File: config.mk
export PLATFORM = sky130hd
export DESIGN_NAME = bit_serializer
export DESIGN_NICKNAME = d
export VERILOG_FILES = /design/src/rtl/serial_pkg.sv /design/src/rtl/shift_unit.sv /design/src/rtl/bit_serializer.sv
export SDC_FILE = /design/constraint.sdc
export NUM_CORES = 1
export LEC_CHECK = 0
export CORE_ASPECT_RATIO = 0.7
export CORE_MARGIN = 3
export CORE_UTILIZATION = 30
export DETAILED_ROUTE_END_ITERATION = 7
export HOLD_SLACK_MARGIN = 0.12
export PLACE_DENSITY = 0.61
export SLEW_MARGIN = 10
export SYNTH_ARGS = -nofsm -noshare
export SYNTH_HDL_FRONTEND = slang
export SYNTH_SLANG_ARGS = --single-unit
File: constraint.sdc
create_clock -name clk -period 1.3 [get_ports clk]
set_input_delay 0.195 -clock clk [delete_from_list [all_inputs] [get_ports clk]]
set_output_delay 0.195 -clock clk [all_outputs]
set_load 0.05 [all_outputs]
File: src/rtl/serial_pkg.sv
// Shared definitions for the bit serializer: FSM encoding, default word width, parity helper.
package serial_pkg;

    typedef enum logic [1:0] {
        ST_IDLE   = 2'd0,
        ST_SHIFT  = 2'd1,
        ST_PARITY = 2'd2
    } state_e;

    localparam int DEFAULT_WIDTH = 8;
    localparam int MAX_WIDTH     = 32;

    function automatic logic even_parity(input logic [MAX_WIDTH-1:0] word);
        return ^word;
    endfunction

endpackage

File: src/rtl/shift_unit.sv
// Loadable shift register with a bit down-counter; last_o flags the final bit of a word.
module shift_unit #(
    parameter int WIDTH     = 8,
    parameter bit MSB_FIRST = 1'b1
) (
    input  logic             clk,
    input  logic             reset_n,
    input  logic             load_i,
    input  logic             shift_i,
    input  logic [WIDTH-1:0] data_i,
    output logic             bit_o,
    output logic             last_o
);

    localparam int CW = $clog2(WIDTH);

    logic [WIDTH-1:0] shift_q, shift_d;
    logic [CW-1:0]    cnt_q, cnt_d;

    // Load has priority so a reload on the last bit replaces the shift.
    always_comb begin
        shift_d = shift_q;
        cnt_d   = cnt_q;
        if (load_i) begin
            shift_d = data_i;
            cnt_d   = CW'(WIDTH - 1);
        end else if (shift_i) begin
            if (MSB_FIRST) shift_d = {shift_q[WIDTH-2:0], 1'b0};
            else           shift_d = {1'b0, shift_q[WIDTH-1:1]};
            if (cnt_q != '0) cnt_d = cnt_q - CW'(1);
        end
    end

    always_ff @(posedge clk or negedge reset_n) begin
        if (!reset_n) begin
            shift_q <= '0;
            cnt_q   <= '0;
        end else begin
            shift_q <= shift_d;
            cnt_q   <= cnt_d;
        end
    end

    assign bit_o  = MSB_FIRST ? shift_q[WIDTH-1] : shift_q[0];
    assign last_o = (cnt_q == '0);

endmodule

File: src/rtl/bit_serializer.sv
// Parallel-to-serial stage with a one-word hold register for gapless back-to-back words.
// Define SERIALIZER_PARITY_EN to append an even-parity bit after each word.
module bit_serializer
    import serial_pkg::*;
#(
    parameter int WIDTH     = DEFAULT_WIDTH,
    parameter bit MSB_FIRST = 1'b1
) (
    input  logic             clk,
    input  logic             reset_n,
    input  logic [WIDTH-1:0] data_in,
    input  logic             data_valid,
    output logic             data_ready,
    output logic             serial_out,
    output logic             serial_valid,
    output logic             busy
);

    state_e           state_q, state_d;
    logic [WIDTH-1:0] hold_q, hold_d;
    logic             hold_full_q, hold_full_d;
    logic             accept;
    logic             su_load, su_shift, su_bit, su_last;
    logic [WIDTH-1:0] su_data;

    assign data_ready = !hold_full_q;
    assign accept     = data_valid && data_ready;

    shift_unit #(
        .WIDTH     (WIDTH),
        .MSB_FIRST (MSB_FIRST)
    ) u_shift (
        .clk     (clk),
        .reset_n (reset_n),
        .load_i  (su_load),
        .shift_i (su_shift),
        .data_i  (su_data),
        .bit_o   (su_bit),
        .last_o  (su_last)
    );

    always_comb begin
        state_d     = state_q;
        hold_d      = hold_q;
        hold_full_d = hold_full_q;
        su_load     = 1'b0;
        su_shift    = 1'b0;
        su_data     = data_in;
        case (state_q)
            ST_IDLE: begin
                if (accept) begin
                    su_load = 1'b1;
                    state_d = ST_SHIFT;
                end
            end
            ST_SHIFT: begin
                su_shift = 1'b1;
`ifdef SERIALIZER_PARITY_EN
                if (su_last) state_d = ST_PARITY;
                if (accept) begin
                    hold_d      = data_in;
                    hold_full_d = 1'b1;
                end
`else
                if (su_last) begin
                    // hold_full and accept are exclusive: data_ready is low while held
                    if (hold_full_q) begin
                        su_load     = 1'b1;
                        su_data     = hold_q;
                        hold_full_d = 1'b0;
                    end else if (accept) begin
                        su_load = 1'b1;
                    end else begin
                        state_d = ST_IDLE;
                    end
                end else if (accept) begin
                    hold_d      = data_in;
                    hold_full_d = 1'b1;
                end
`endif
            end
`ifdef SERIALIZER_PARITY_EN
            ST_PARITY: begin
                if (hold_full_q) begin
                    su_load     = 1'b1;
                    su_data     = hold_q;
                    hold_full_d = 1'b0;
                    state_d     = ST_SHIFT;
                end else if (accept) begin
                    su_load = 1'b1;
                    state_d = ST_SHIFT;
                end else begin
                    state_d = ST_IDLE;
                end
            end
`endif
            default: state_d = ST_IDLE;
        endcase
    end

    always_ff @(posedge clk or negedge reset_n) begin
        if (!reset_n) begin
            state_q     <= ST_IDLE;
            hold_q      <= '0;
            hold_full_q <= 1'b0;
        end else begin
            state_q     <= state_d;
            hold_q      <= hold_d;
            hold_full_q <= hold_full_d;
        end
    end

`ifdef SERIALIZER_PARITY_EN
    logic parity_q;

    // Parity is captured with the word so the hold register can be reused immediately.
    always_ff @(posedge clk or negedge reset_n) begin
        if (!reset_n)     parity_q <= 1'b0;
        else if (su_load) parity_q <= even_parity(MAX_WIDTH'(su_data));
    end
`endif

    always_comb begin
        serial_out = 1'b0;
        case (state_q)
            ST_SHIFT:  serial_out = su_bit;
`ifdef SERIALIZER_PARITY_EN
            ST_PARITY: serial_out = parity_q;
`endif
            default:   serial_out = 1'b0;
        endcase
    end

    assign serial_valid = (state_q != ST_IDLE);
    assign busy         = (state_q != ST_IDLE) || hold_full_q;

endmodule

==> metrics.log <==
INFO  metric outcome = complete, but fails checks
INFO  metric failed_checks = negative setup slack
INFO  metric clock_skew = 0.00218 ns
INFO  metric maximum_number_of_pins_on_one_net_before_global_route_repair = 22
INFO  metric synth_cells = 97
INFO  metric irDropWorstVdd = 0.794 mV
INFO  metric grt_setup_unrepaired = yes
INFO  metric r2r-start = state_q[0]
INFO  metric cp_data_arrival_time = 1.57 ns
INFO  metric crit_family = compound AO/OA/AOI/OAI gates
INFO  metric critical_path.startpoint = state_q[0]
INFO  metric detailedPlacementHpwl = 1830 um
INFO  metric avgSynthCellArea = 11.4 um^2
INFO  metric cts-root-buf = clkbuf_8
INFO  metric ff2ff_setup_slack = -0.09 ns
INFO  metric endpoint = u_shift.shift_q[6]
INFO  metric finalCritPeriodShare = 107%
INFO  metric worst_path_largest_cell_delay = 0.43 ns
INFO  metric netlist.top_cell.by_area = dfrtp_1
INFO  metric max_capacitance_violation_count = 0
INFO  metric detail_route.iter0.violations = 49
INFO  metric static-leakage-power = 0.749 nW
INFO  metric floorplan.io_pins = 15
INFO  metric grt_util_all_layers = 13.4%
INFO  metric globalplace.congestion = 0.829
INFO  metric layout.nets = 150
INFO  metric cts_hold_buffers = 0
INFO  metric n_antenna_cell = 0
INFO  metric layout-drive-gt1-share = 53.7%
INFO  metric cts.htree.levels = 1
INFO  metric clock_latency = 0.26 ns
INFO  metric synthToLayoutAreaGrowth = 57.4%
INFO  metric route.final.wire_length = 2810 um
INFO  metric synth_warnings = 0
INFO  metric cts_tree = done
INFO  metric floorplan.rows = 17
INFO  metric worst_r2r_path_depth = 4
INFO  metric cts.reportedPaths.clkPinSlew = 0.08 ns
INFO  metric first_global_vias = 998
INFO  metric hold_viol = 0
INFO  metric route.detailed.drc = 0
INFO  metric gr-total-overflow = 0
INFO  metric die_h = 56.8 um
INFO  metric timing.setup.critical_path_class = register to register
INFO  metric fin_hold_ws = 0.275 ns
INFO  metric power.total = 3.43 mW
INFO  metric cp.required = 1.48 ns
INFO  metric via_per_inst = 4.97
INFO  metric ant_nets = 0
INFO  metric maxSlewHeadroom = 75.1%
INFO  metric powerDensity = 1970 mW/mm^2
INFO  metric die-width = 78.6 um
INFO  metric max_freq = 719 MHz
INFO  metric min-delay-path-class = input port to asynchronous set/reset pin
INFO  metric crit_path_end_kind = register
INFO  metric synth_fp_nets = 110
INFO  metric synth.cell_area = 0.00111 mm^2
INFO  metric first_pass_grt_wire_length = 4710 um
INFO  metric cts.path.max_buffers = 2
INFO  metric cp_max_fo = 7
INFO  metric grt_antenna_before_repair = 0
INFO  metric yosysSeqAreaShare = 47.5%
INFO  metric start_kind = register
INFO  metric max_slew.worst_pin.slew = 0.374 ns
INFO  metric path_depth = 4
INFO  metric yosys.cell_types.count = 27
INFO  metric most_area_consuming_cells_after_synthesis = dfrtp_1, mux2_2, mux2i_1, o221ai_1, o211ai_1
INFO  metric routed_wire_length_per_instance = 15.4 um
INFO  metric via_count = 909
INFO  metric postLayoutSetupSlackWorst = -0.0915 ns
INFO  metric cts-buffers-inserted = 3
INFO  metric period_minus_slack = 1.39 ns
INFO  metric post-synth-top-area-fraction = 47.5%
INFO  metric cts_num_sinks = 21
INFO  metric critical_path.slowest_cell = dfrtp_2
INFO  metric worstPathCellList = buf_6 > buf_4 > a211o_4 > o221ai_2
INFO  metric initial_utilization = 33.1%
INFO  metric final_design_utilization = 52.1%
INFO  metric design.core.area = 0.00334 mm^2
INFO  metric drtPass1Iterations = 4
INFO  metric r2r_end = u_shift.shift_q[6]
INFO  metric setup_viol_count_final = 16
INFO  metric final-max-slew-violation-count = 0
INFO  metric synth_seq_cells = 21
INFO  metric number_of_port_buffers = 14
INFO  metric critPathBufInv = 2
INFO  metric floorplan.die_area = 0.00446 mm^2
==> Yosys cell counts <==
library cell / n
mux2_2: 8
nand2b_4: 1
nor3_1: 1
o31a_1: 1
nand4_4: 1
nor2_2: 1
mux2i_1: 7
or2b_1: 1
nand4b_1: 1
a21o_1: 2
o22ai_1: 1
a211o_4: 1
buf_4: 2
o21a_1: 1
ha_1: 2
dfrtp_1: 21
nand3_1: 1
nand2_1: 4
a311o_1: 1
buf_2: 3
inv_1: 11
nor2_1: 1
a21oi_1: 5
o221ai_1: 7
o211ai_1: 7
o41ai_1: 1
nor2b_1: 4
==> where the power goes <==
part           total [mW]  leakage [nW]  switching (mW)  internal (mW)
clock               0.428        0.0255           0.214          0.214
combinational        1.85         0.474           0.835           1.01
sequential           1.16         0.249           0.205          0.950
==> layout make-up <==
| type | count | area [um^2] |
|---|---|---|
| fill | 312 | 1600 |
| multi-input combinational | 60 | 653 |
| sequential | 21 | 528 |
| timing repair buffer | 40 | 402 |
| tap | 47 | 58.8 |
| inverter | 11 | 52.6 |
| clock buffer | 3 | 41.3 |
| clock inverter | 1 | 5.00 |
==> flip-flops by register name, summed over array words and instances, names as in the netlist <==
register and count:
state_q 1, u_shift.shift_q 8, hold_full_q 1, hold_q 8
u_shift.cnt_q 3
==> layer usage <==
metal	share of wire, %	wire, um	global-route usage [%]
met2	49	1370	21.2
met4	1.7	49	4.24
met5	0	0	0
met1	45	1280	17.5
met3	4.3	121	4.33
==> through the flow <==
step	std cells	TNS (ns)	area (um^2)	setup WS, ns
global placement	168	-2.68	1450	-0.178
finish	183	-0.851	1740	-0.0915
global route	183	-2.14	1740	-0.166
CTS	178	-0.883	1630	-0.0715
floorplan	97	-1.12	1140	-0.132
detailed placement	168	-3.50	1450	-0.231
==> worst reg2reg max path: cells and delay by family, from the launching register on <==
kind	cells	cell delay (ns)
buffers and inverters	2	0.29
DFF	1	0.43
AOI/OAI and AO/OA	2	0.58
==> what timing repair did <==
| item | CTS | global route |
|---|---|---|
| buffers inserted | 6 | 6 |
| resized for setup | 21 | 15 |
| pin swaps | 10 | 11 |
| setup endpoints to repair | 22 | 23 |
==> how the worst min path moves through the flow <==
stage                           startpoint                to  slack (ns)  depth (start not counted)
after floorplan                    reset_n       hold_full_q       -0.10                          0
after global placement    u_shift.cnt_q[1]  u_shift.cnt_q[1]        0.48                          1
after detailed placement  u_shift.cnt_q[1]  u_shift.cnt_q[1]        0.49                          1
after CTS                          reset_n         hold_q[2]        0.28                          2
after global routing               reset_n  u_shift.cnt_q[2]        0.31                          2
final                              reset_n         hold_q[2]        0.27                          2
==> cells in the final DEF, fill, tap and decap left out, types with 3 or more instances in the layout <==
| cell | instances |
|---|---|
| clkbuf_8 | 3 |
| inv_1 | 7 |
| nand2_1 | 3 |
| buf_4 | 20 |
| a21oi_1 | 3 |
| clkdlybuf4s50_1 | 10 |
| mux2i_2 | 3 |
| buf_6 | 5 |
| dfrtp_1 | 19 |
| o211ai_1 | 7 |
| o221ai_2 | 7 |
| buf_12 | 4 |
| mux2_2 | 8 |
==> cells by family (layout without fill, tap and decap cells) <==
| family | count (synthesis) | after routing | synth area share (%) |
|---|---|---|---|
| multiplexers | 15 | 15 | 14.5 |
| flip-flops | 21 | 21 | 47.5 |
| AND/OR/NAND/NOR | 16 | 16 | 10.1 |
| AO/OA/AOI/OAI | 27 | 27 | 19.2 |
| adder cells (fa/ha/maj) | 2 | 2 | 2.26 |
| buffers and inverters | 16 | 55 | 6.45 |
Power figures use the tool's default switching activity.
